===== src/rtl/hilo_pkg.sv =====
// Shared types and funct codes for the HI/LO accumulator unit.
// The MADD-family codes are only decoded when HILO_MADD_EN is defined.
package hilo_pkg;

  typedef enum logic [1:0] {
    IDLE = 2'd0,
    BUSY = 2'd1,
    DONE = 2'd2
  } state_e;

  // SPECIAL funct space (MULOp = 0)
  localparam logic [5:0] F_MFHI  = 6'h10;
  localparam logic [5:0] F_MTHI  = 6'h11;
  localparam logic [5:0] F_MFLO  = 6'h12;
  localparam logic [5:0] F_MTLO  = 6'h13;
  localparam logic [5:0] F_MULT  = 6'h18;
  localparam logic [5:0] F_MULTU = 6'h19;
  localparam logic [5:0] F_DIV   = 6'h1A;
  localparam logic [5:0] F_DIVU  = 6'h1B;

  // SPECIAL2 funct space (MULOp = 1)
  localparam logic [5:0] F_MADD  = 6'h00;
  localparam logic [5:0] F_MADDU = 6'h01;
  localparam logic [5:0] F_MSUB  = 6'h04;
  localparam logic [5:0] F_MSUBU = 6'h05;

  function automatic logic [31:0] absVal(input logic [31:0] v, input logic isSigned);
    return (isSigned && v[31]) ? (~v + 32'd1) : v;
  endfunction

endpackage


===== src/rtl/hilo_div.sv =====
// Iterative restoring divider for DIV/DIVU: one quotient bit per cycle,
// operands held as magnitudes with the result signs restored in DONE.
module hilo_div
  import hilo_pkg::*;
#(
  parameter int DIV_CYCLES = 32
) (
  input  logic        Clk,
  input  logic        RST,
  input  logic        start_i,
  input  logic        signed_i,
  input  logic [31:0] dividend_i,
  input  logic [31:0] divisor_i,
  output logic        busy_o,
  output logic        done_o,
  output logic [31:0] quotient_o,
  output logic [31:0] remainder_o,
  output logic        divZero_o,
  output logic        overflow_o
);

  localparam int CNT_W = $clog2(DIV_CYCLES);

  state_e           state_q, state_d;
  logic [CNT_W-1:0] cnt_q, cnt_d;
  logic [31:0]      quot_q, quot_d;
  logic [31:0]      rem_q, rem_d;
  logic [31:0]      dvsr_q, dvsr_d;
  logic             qNeg_q, qNeg_d;
  logic             rNeg_q, rNeg_d;
  logic             divZero_q, divZero_d;
  logic             ovf_q, ovf_d;

  logic [32:0]      shifted;
  logic [33:0]      trial;

  always_ff @(posedge Clk) begin
    if (RST) begin
      state_q   <= IDLE;
      cnt_q     <= '0;
      quot_q    <= '0;
      rem_q     <= '0;
      dvsr_q    <= '0;
      qNeg_q    <= 1'b0;
      rNeg_q    <= 1'b0;
      divZero_q <= 1'b0;
      ovf_q     <= 1'b0;
    end else begin
      state_q   <= state_d;
      cnt_q     <= cnt_d;
      quot_q    <= quot_d;
      rem_q     <= rem_d;
      dvsr_q    <= dvsr_d;
      qNeg_q    <= qNeg_d;
      rNeg_q    <= rNeg_d;
      divZero_q <= divZero_d;
      ovf_q     <= ovf_d;
    end
  end

  // quot_q doubles as the dividend shift register: its MSB feeds the remainder
  always_comb begin
    state_d   = state_q;
    cnt_d     = cnt_q;
    quot_d    = quot_q;
    rem_d     = rem_q;
    dvsr_d    = dvsr_q;
    qNeg_d    = qNeg_q;
    rNeg_d    = rNeg_q;
    divZero_d = divZero_q;
    ovf_d     = ovf_q;
    shifted   = {rem_q, quot_q[31]};
    trial     = {1'b0, shifted} - {2'b00, dvsr_q};

    case (state_q)
      IDLE: begin
        if (start_i) begin
          qNeg_d    = signed_i & (dividend_i[31] ^ divisor_i[31]);
          rNeg_d    = signed_i & dividend_i[31];
          ovf_d     = signed_i && (dividend_i == 32'h8000_0000) && (divisor_i == 32'hFFFF_FFFF);
          divZero_d = (divisor_i == 32'd0);
          quot_d    = absVal(dividend_i, signed_i);
          dvsr_d    = absVal(divisor_i, signed_i);
          rem_d     = '0;
          cnt_d     = '0;
          state_d   = (divisor_i == 32'd0) ? DONE : BUSY;
        end
      end
      BUSY: begin
        if (!trial[33]) begin
          rem_d  = trial[31:0];
          quot_d = {quot_q[30:0], 1'b1};
        end else begin
          rem_d  = shifted[31:0];
          quot_d = {quot_q[30:0], 1'b0};
        end
        cnt_d = cnt_q + 1'b1;
        if (cnt_q == CNT_W'(DIV_CYCLES - 1)) begin
          state_d = DONE;
        end
      end
      DONE: begin
        state_d = IDLE;
      end
      default: begin
        state_d = IDLE;
      end
    endcase
  end

  always_comb begin
    busy_o      = (state_q == BUSY);
    done_o      = (state_q == DONE);
    quotient_o  = qNeg_q ? (~quot_q + 32'd1) : quot_q;
    remainder_o = rNeg_q ? (~rem_q + 32'd1) : rem_q;
    divZero_o   = divZero_q;
    overflow_o  = ovf_q;
  end

endmodule


===== src/rtl/hilo_acc.sv =====
// HI/LO accumulator: MF/MT, MULT capture and divider result write-back.
// Optional MADD/MADDU/MSUB/MSUBU support is enabled with HILO_MADD_EN.
module hilo_acc
  import hilo_pkg::*;
#(
  parameter int DIV_CYCLES = 32
) (
  input  logic        Clk,
  input  logic        RST,
  input  logic        En,
  input  logic        MULSelB,
  input  logic        MULOp,
  input  logic [5:0]  Func,
  input  logic [31:0] A,
  input  logic [31:0] B,
  input  logic [63:0] MULout,
  output logic [31:0] ACCout,
  output logic        ACCO,
  output logic        ACCZ,
  output logic        ACCN,
  output logic        ACCC,
  output logic        Stall
);

  logic [31:0] hi_q, hi_d;
  logic [31:0] lo_q, lo_d;

  logic        divStart;
  logic        divSigned;
  logic        divBusy;
  logic        divDone;
  logic [31:0] quotient;
  logic [31:0] remainder;
  logic        divZero;
  logic        divOvf;
  logic [31:0] doneVal;

`ifdef HILO_MADD_EN
  logic [63:0] accCur;
  logic [64:0] maddRes;
  logic        maddHit;
  logic        maddSub;
  logic        maddUns;
`endif

  assign divSigned = (Func == F_DIV);

  hilo_div #(
    .DIV_CYCLES(DIV_CYCLES)
  ) u_div (
    .Clk        (Clk),
    .RST        (RST),
    .start_i    (divStart),
    .signed_i   (divSigned),
    .dividend_i (A),
    .divisor_i  (B),
    .busy_o     (divBusy),
    .done_o     (divDone),
    .quotient_o (quotient),
    .remainder_o(remainder),
    .divZero_o  (divZero),
    .overflow_o (divOvf)
  );

  always_ff @(posedge Clk) begin
    if (RST) begin
      hi_q <= '0;
      lo_q <= '0;
    end else begin
      hi_q <= hi_d;
      lo_q <= lo_d;
    end
  end

  // A divide by zero still passes through DONE but leaves HI/LO untouched
  always_comb begin
    hi_d     = hi_q;
    lo_d     = lo_q;
    ACCout   = '0;
    ACCO     = 1'b0;
    ACCZ     = 1'b0;
    ACCN     = 1'b0;
    ACCC     = 1'b0;
    Stall    = 1'b0;
    divStart = 1'b0;
    doneVal  = divZero ? lo_q : quotient;
`ifdef HILO_MADD_EN
    accCur  = {hi_q, lo_q};
    maddSub = (Func == F_MSUB) || (Func == F_MSUBU);
    maddUns = (Func == F_MADDU) || (Func == F_MSUBU);
    maddHit = (Func == F_MADD) || (Func == F_MADDU) || maddSub;
    maddRes = maddSub ? ({1'b0, accCur} - {1'b0, MULout})
                      : ({1'b0, accCur} + {1'b0, MULout});
`endif

    if (divDone) begin
      if (!divZero) begin
        hi_d = remainder;
        lo_d = quotient;
      end
      ACCout = doneVal;
      ACCZ   = (doneVal == 32'd0);
      ACCN   = doneVal[31];
      ACCO   = divOvf | divZero;
    end else if (divBusy) begin
      Stall = 1'b1;
    end else if (En) begin
      if (!MULOp) begin
        case (Func)
          F_MFHI: begin
            ACCout = hi_q;
            ACCZ   = (hi_q == 32'd0);
            ACCN   = hi_q[31];
          end
          F_MFLO: begin
            ACCout = lo_q;
            ACCZ   = (lo_q == 32'd0);
            ACCN   = lo_q[31];
          end
          F_MTHI, F_MTLO: begin
            if (!MULSelB) begin
              if (Func == F_MTHI) hi_d = A;
              else                lo_d = A;
              ACCout = A;
              ACCZ   = (A == 32'd0);
              ACCN   = A[31];
            end
          end
          F_MULT, F_MULTU: begin
            if (MULSelB) begin
              hi_d   = MULout[63:32];
              lo_d   = MULout[31:0];
              ACCout = MULout[31:0];
              ACCZ   = (MULout == 64'd0);
              ACCN   = MULout[63];
              ACCO   = (MULout[63:32] != 32'd0);
              ACCC   = (MULout[63:32] != 32'd0);
            end
          end
          F_DIV, F_DIVU: begin
            divStart = 1'b1;
            Stall    = 1'b1;
          end
          default: begin
          end
        endcase
      end else begin
`ifdef HILO_MADD_EN
        if (maddHit) begin
          hi_d   = maddRes[63:32];
          lo_d   = maddRes[31:0];
          ACCout = maddRes[31:0];
          ACCZ   = (maddRes[63:0] == 64'd0);
          ACCN   = maddRes[63];
          if (maddUns) begin
            ACCC = maddRes[64];
          end else if (maddSub) begin
            ACCO = (accCur[63] != MULout[63]) && (maddRes[63] != accCur[63]);
          end else begin
            ACCO = (accCur[63] == MULout[63]) && (maddRes[63] != accCur[63]);
          end
        end
`endif
      end
    end
  end

endmodule


===== config.mk =====
export PLATFORM = sky130hd
export DESIGN_NAME = hilo_acc
export DESIGN_NICKNAME = d
export VERILOG_FILES = /design/src/rtl/hilo_pkg.sv /design/src/rtl/hilo_div.sv /design/src/rtl/hilo_acc.sv
export SDC_FILE = /design/constraint.sdc
export NUM_CORES = 1
export LEC_CHECK = 0
export ABC_AREA = 0
export ABC_CLOCK_PERIOD_IN_PS = 5260
export CAP_MARGIN = 40
export CORE_ASPECT_RATIO = 1.2
export CORE_MARGIN = 4
export CORE_UTILIZATION = 58
export CTS_BUF_LIST = sky130_fd_sc_hd__clkbuf_8
export DETAILED_ROUTE_END_ITERATION = 10
export HOLD_SLACK_MARGIN = 0.03
export PLACE_DENSITY = 0.83
export RECOVER_POWER = 100
export REMOVE_ABC_BUFFERS = 1
export SLEW_MARGIN = 10
export SYNTH_ARGS = -nofsm -noshare
export SYNTH_HDL_FRONTEND = slang
export SYNTH_HIERARCHICAL = 1
export SYNTH_SLANG_ARGS = --single-unit

===== constraint.sdc =====
create_clock -name Clk -period 5.26 [get_ports Clk]
set_input_delay 0.789 -clock Clk [delete_from_list [all_inputs] [get_ports Clk]]
set_output_delay 0.789 -clock Clk [all_outputs]
set_load 0.05 [all_outputs]

## After elaboration in Yosys (flattened, before gate mapping)

Cells that the tools add are included.

| cells by class | value |
|---|---|
| add/sub/neg operators | 6 |
| multipliers | 0 |
| divide/modulo/power cells | 0 |
| order comparisons | 0 |
| equality and inequality tests | 22 |
| shift-type cells | 0 |
| muxes and demuxes | 69 |
| bitwise logic cells | 8 |
| reduce and logical (&&, ||, !) cells | 23 |

Operators by type and width:

| cell | number |
|---|---|
| 32-bit 2-to-1 mux | 29 |
| 32-bit one-hot mux with 2 select lines | 4 |
| 32-bit logical NOT | 5 |
| 32-bit by 1-bit adder with 32-bit output (second input constant) | 4 |
| 32-bit NOT | 4 |
| 32-bit one-hot mux with 4 select lines | 1 |
| 32-bit equality test (second input constant) | 2 |
| 64-bit logical NOT | 1 |
| 6-bit by 5-bit equality test with 1-bit output (second input constant) | 8 |
| 33-bit by 32-bit subtractor with 34-bit output | 1 |
| 32-bit nonzero test | 1 |
| 1-bit 2-to-1 mux | 27 |
| 3-bit != test (second input constant) | 4 |
| 5-bit one-hot mux with 2 select lines | 1 |
| 1-bit one-hot mux with 4 select lines | 2 |
| 8-bit AND reduction | 1 |
| 7-bit AND reduction | 1 |
| 2-bit 2-to-1 mux | 3 |
| 2-bit by 1-bit != test with 1-bit output (second input constant) | 3 |
| 2-bit AND reduction | 3 |
| 2-bit OR reduction | 3 |
| 5-bit by 1-bit adder with 5-bit output (second input constant) | 1 |
| 5-bit equality test (second input constant) | 1 |
| 5-bit 2-to-1 mux | 1 |
| other kinds (11) | 17 |

| word-level totals | value |
|---|---|
| register bits after elaboration | 171 |
| latch bits | 0 |
| memory bits (writable) | 0 |
| memory bits (read-only) | 0 |
| memories | 0 |

## Logic depth before layout (Yosys ltp)

| logic depth | value |
|---|---|
| depth after elaboration | 9 |
| depth in mapped cells | 14 |

## By module

The synthesis kept the hierarchy.

By module, submodules not included:

| module | times used | cells an instance | area an instance (um^2) |
|---|---|---|---|
| hilo_div | 1 | 1089 | 8394.3 |
| hilo_acc | 1 | 742 | 5385.2 |

## Worst setup path before layout

OpenSTA, ideal clock, no wires.

| path | value |
|---|---|
| kind | reg2out |
| start point | register u_div.quot_q[6] |
| end point | output port ACCZ |
| arrival | 4.001 ns |
| slack | 0.470 ns |
| stages on the path, launching flop included | 13 |
| path buffers | 0 |
| cell sequence | dfxtp_1 -> or4_1 -> nor4_1 -> nand3_1 -> or4_1 -> or3_1 -> o41ai_1 -> xnor2_1 -> or4_1 -> nor4_1 -> o211ai_1 -> nand2_1 -> a311o_1 |

| between the ends | value |
|---|---|
| longest elaborated chain between the ends | 6 |

RTL lines:

| what | RTL line | RTL |
|---|---|---|
| start, declared | hilo_div.sv:26 | `logic [31:0] quot_q, quot_d;` |
| start signal, assigned | hilo_div.sv:51 | `quot_q <= quot_d;` |
| 32-bit NOT | hilo_div.sv:114 | `quotient_o = qNeg_q ? (~quot_q + 32'd1) : quot_q;` |
| 32-bit by 1-bit adder with 32-bit output | hilo_div.sv:114 |  |
| 32-bit 2-to-1 mux | hilo_div.sv:114 |  |
| via quotient[21] | hilo_acc.sv:32 | `logic [31:0] quotient;` |
| 32-bit 2-to-1 mux | -- |  |
| 32-bit logical NOT | hilo_acc.sv:102 | `ACCZ = (doneVal == 32'd0);` |
| 1-bit 2-to-1 mux | hilo_acc.sv:96 | `if (divDone) begin` |
| end, declared | hilo_acc.sv:19 | `output logic ACCZ,` |

The timed path passes the listed nets, and every way through them passes these cells.

## Worst setup path in the final report

| path | value |
|---|---|
| start point | input port Func[3] |
| end point | register lo_q[1] |

| between the ends | value |
|---|---|
| longest elaborated chain between the ends | 7 |

RTL lines:

| what | RTL line | RTL |
|---|---|---|
| start, declared | hilo_acc.sv:13 | `input logic [5:0] Func,` |
| 6-bit by 5-bit equality test with 1-bit output, on equally long branches | hilo_acc.sv:109, hilo_acc.sv:122 |  |
| 2-bit OR reduction | hilo_acc.sv:109 | `case (Func)` |
| 32-bit one-hot mux with 2 select lines | hilo_acc.sv:109 |  |
| 32-bit 2-to-1 mux | hilo_acc.sv:108 | `if (!MULOp) begin` |
| 32-bit 2-to-1 mux | hilo_acc.sv:107 | `end else if (En) begin` |
| 32-bit 2-to-1 mux | hilo_acc.sv:105 | `end else if (divBusy) begin` |
| 32-bit 2-to-1 mux | hilo_acc.sv:96 |  |
| end signal, assigned | hilo_acc.sv:71 | `lo_q <= lo_d;` |
| end, declared | hilo_acc.sv:26 | `logic [31:0] lo_q, lo_d;` |

Several ways; a longest one is shown, not always the timed one. The select of a mux whose other input is x is not followed.
A chain may end at the register's enable or synchronous reset.

==> results_dict.tcl <==
set metrics [dict create \
    slew_violations 39 \
    syn_inst 1831 \
    cp_data_required_time_ns 5.60 \
    drive_above_1_share_pct 7.535 \
    first_pass_iters 10 \
    utilization_pct 69.93 \
    die_area_mm2 0.02630 \
    antenna_found_initial 3 \
    slew_headroom_pct -54.26 \
    routabilityCongestion 1.050 \
    vias_per_cell 6.769 \
    cts.sinks 171 \
    synth_edf_count 0 \
    synth_cell_types 79 \
    stdcell_area_mm2 0.01628 \
    place.port_buffers 175 \
    tightest_slew_ns 2.313 \
    first_iter_violations 1653 \
    synth_top_area_share_pct 24.84 \
    setup_ws_ns -0.09594 \
    cap_violations 1 \
    cts_buffers 17 \
    wl_per_cell_um 22.91 \
    synth_top_area_cell "dfxtp_1" \
    postPlaceCellArea_mm2 0.01609 \
    arrival_ns 5.70 \
    skew_ns 0.01976 \
    met3_usage_pct 9.170 \
    status "finished with violations" \
    diodes 0 \
    violations "max-capacitance violations, max-slew violations, negative setup slack" \
    p_leak_uw 0.005763 \
    fin_crit_sh_pct 101.8 \
    top_usage_layer "met2" \
    met1_usage_pct 43.45 \
    rsz0062_at_grt "yes" \
    ant_nets 0 \
    power_uw 2803 \
    yosysWarnings 6 \
    hold_viol 0 \
    grt_pass1_wl_mm 79.96 \
    clockBufferDepth 2 \
    post-route-min-period_ns 5.356 \
    worst_setup_path_start_kind "primary input" \
    start_util_pct 59.19 \
    yosysSeqAreaShare_pct 24.84 \
    routed-via-count 15338 \
    synthTopCellsByArea "dfxtp_1 (25%), nor2_1 (6.3%), xnor2_1 (6.0%), mux2i_1 (5.7%), a21oi_1 (5.6%)" \
    final_cell_mix "nor2_1 (233), dfxtp_1 (169), nand2_1 (161)" \
    finalWirelength_mm 51.91 \
    grt_max_degree 65 \
    place_hpwl_mm 39.22 \
    cts-root-buf "clkbuf_8" \
    cp-end-kind "register" \
    ys_ff_latch 171 \
    area_growth_pct 18.14 \
    clk_latency_ns 0.48 \
    syn_area_mm2 0.01378 \
    vdd_drop_max_mv 0.1380 \
    num-nets-final 2117 \
    path_max_fanout 38 \
    overflow 0 \
    setup_viol 12 \
    track_usage_pct 38.16 \
    drc 0 \
    synth_area_per_cell_um2 7.526 \
    cts_max_level 4 \
    p_per_area_mw_per_mm2 172.2 \
    met2_usage_pct 64.83 \
    clk_pin_slew_ns 0.12 \
    ios 176 \
    async_flop_share_pct 0 \
    ctsHoldBuffers 0 \
    clock.fmax_mhz 186.7 \
    die_y_um 176.8 \
    min_path_type "register to register" \
    synth_ff_type "dfxtp_1" \
    core_mm2 0.02328 \
    layout_commonest_cell "nor2_1" \
    cts_tree "yes" \
    worstSetupPathType "primary input to register" \
    grt_pass1_vias 14789 \
    rows 61 \
    die_width_um 148.7 \
]
==> per-layer routing <==
layer | wire, um | part of all wire, %
met5 | 35 | 0.067
met2 | 24440 | 47
met3 | 5406 | 10
met1 | 18620 | 36
met4 | 3410 | 6.6
==> timing repair <==
| item | CTS | global route |
|---|---|---|
| hold endpoints to repair | 0 | 0 |
| pin swaps | 3 | 5 |
| gates resized for setup | 10 | 11 |
| setup endpoints to repair | 1 | 1 |
| setup buffers | 1 | 1 |
==> kinds of logic (layout without fill, tap and decap cells) <==
family	after synthesis	count (layout)	share of synthesized area (%)
adder cells (fa/ha/maj)	40	40	3.687
XOR/XNOR	141	141	8.962
buffers and inverters	177	297	5.194
AO/OA/AOI/OAI	562	562	28.14
AND/OR/NAND/NOR	654	654	22.86
flip-flops	171	171	24.84
multiplexers	86	86	6.311
==> per-stage QoR <==
stage	instances	hold WS [ns]	setup slack (ns)	TNS [ns]
5_1_grt	2266	0.4980	-0.1619	-0.3858
3_3_place_gp	2230	0.4354	0.1964	0
6_report	2266	0.4685	-0.09594	-0.6464
2_1_floorplan	1704	0.4258	-1.768	-127.07
3_5_place_dp	2232	0.4419	0.1287	0
4_1_cts	2265	0.4584	0.003201	0
==> critical path, stage by stage <==
cell and delay (ns):
dlygate4sd3_1 1.10, clkbuf_1 0.90, and2_0 1.80, buf_4 0.49, a21oi_1 0.10, a2111oi_0 0.47
==> power breakdown <==
part	total, uW	internal (uW)	switching (uW)
sequential	1310	1300	6.95
clock	1010	416	590
combinational	491	215	276
total	2800	1930	872
==> synthesized netlist by cell type (7+ instances only) <==
| cell type | count |
|---|---|
| nor2_1 | 233 |
| dfxtp_1 | 171 |
| nand2_1 | 161 |
| a21oi_1 | 153 |
| clkbuf_1 | 102 |
| xnor2_1 | 95 |
| mux2i_1 | 79 |
| nor4_1 | 52 |
| a211oi_1 | 50 |
| inv_1 | 49 |
| o21ai_1 | 48 |
| nor3_1 | 47 |
| xor2_1 | 46 |
| o21ai_0 | 41 |
| ha_1 | 39 |
| a221oi_1 | 33 |
| a22oi_1 | 32 |
| nand3_1 | 32 |
| o22ai_1 | 30 |
| o31ai_1 | 28 |
| a21boi_0 | 27 |
| nand4_1 | 25 |
| or4_1 | 25 |
| a2111oi_2 | 20 |
| nand2b_1 | 13 |
| or3_1 | 13 |
| o41ai_1 | 12 |
| a21o_1 | 10 |
| buf_1 | 10 |
| o21a_1 | 10 |
| nor2b_1 | 9 |
| a211o_1 | 8 |
| and3_1 | 8 |
| buf_2 | 8 |
| a311o_1 | 7 |
| a31oi_1 | 7 |
| a32oi_1 | 7 |
| and2_1 | 7 |
| mux2_2 | 7 |
==> final timing paths <==
| kind | depth (start not counted) | to | from | slack (ns) |
|---|---|---|---|---|
| worst max register to register | 12 | u_div/rem_q[30] | u_div/state_q[1] | 0.35 |
| worst min-delay path | 2 | u_div/dvsr_q[25] | u_div/dvsr_q[25] | 0.47 |
| worst min register to register | 2 | u_div/dvsr_q[25] | u_div/dvsr_q[25] | 0.47 |
| worst max-delay path | 6 | lo_q[1] | Func[3] | -0.1 |
==> area by class of cell <==
cell class                      instances  area (um2)
Tap cell                              315       394.1
Timing Repair Buffer                  215        2151
Clock buffer                           18       247.7
Inverter                               50       187.7
Sequential cell                       171        3428
Multi-Input combinational cell       1483        9706
Fill cell                            2003        6999
Clock inverter                         14       165.2
==> flip-flops by register name, summed over array words and instances (netlist names), 2 cells and up <==
| signal | cells |
|---|---|
| u_div/cnt_q | 5 |
| u_div/rem_q | 32 |
| u_div/quot_q | 32 |
| u_div/state_q | 2 |
| hi_q | 32 |
| u_div/dvsr_q | 32 |
| lo_q | 32 |
Power figures use the tool's default switching activity.
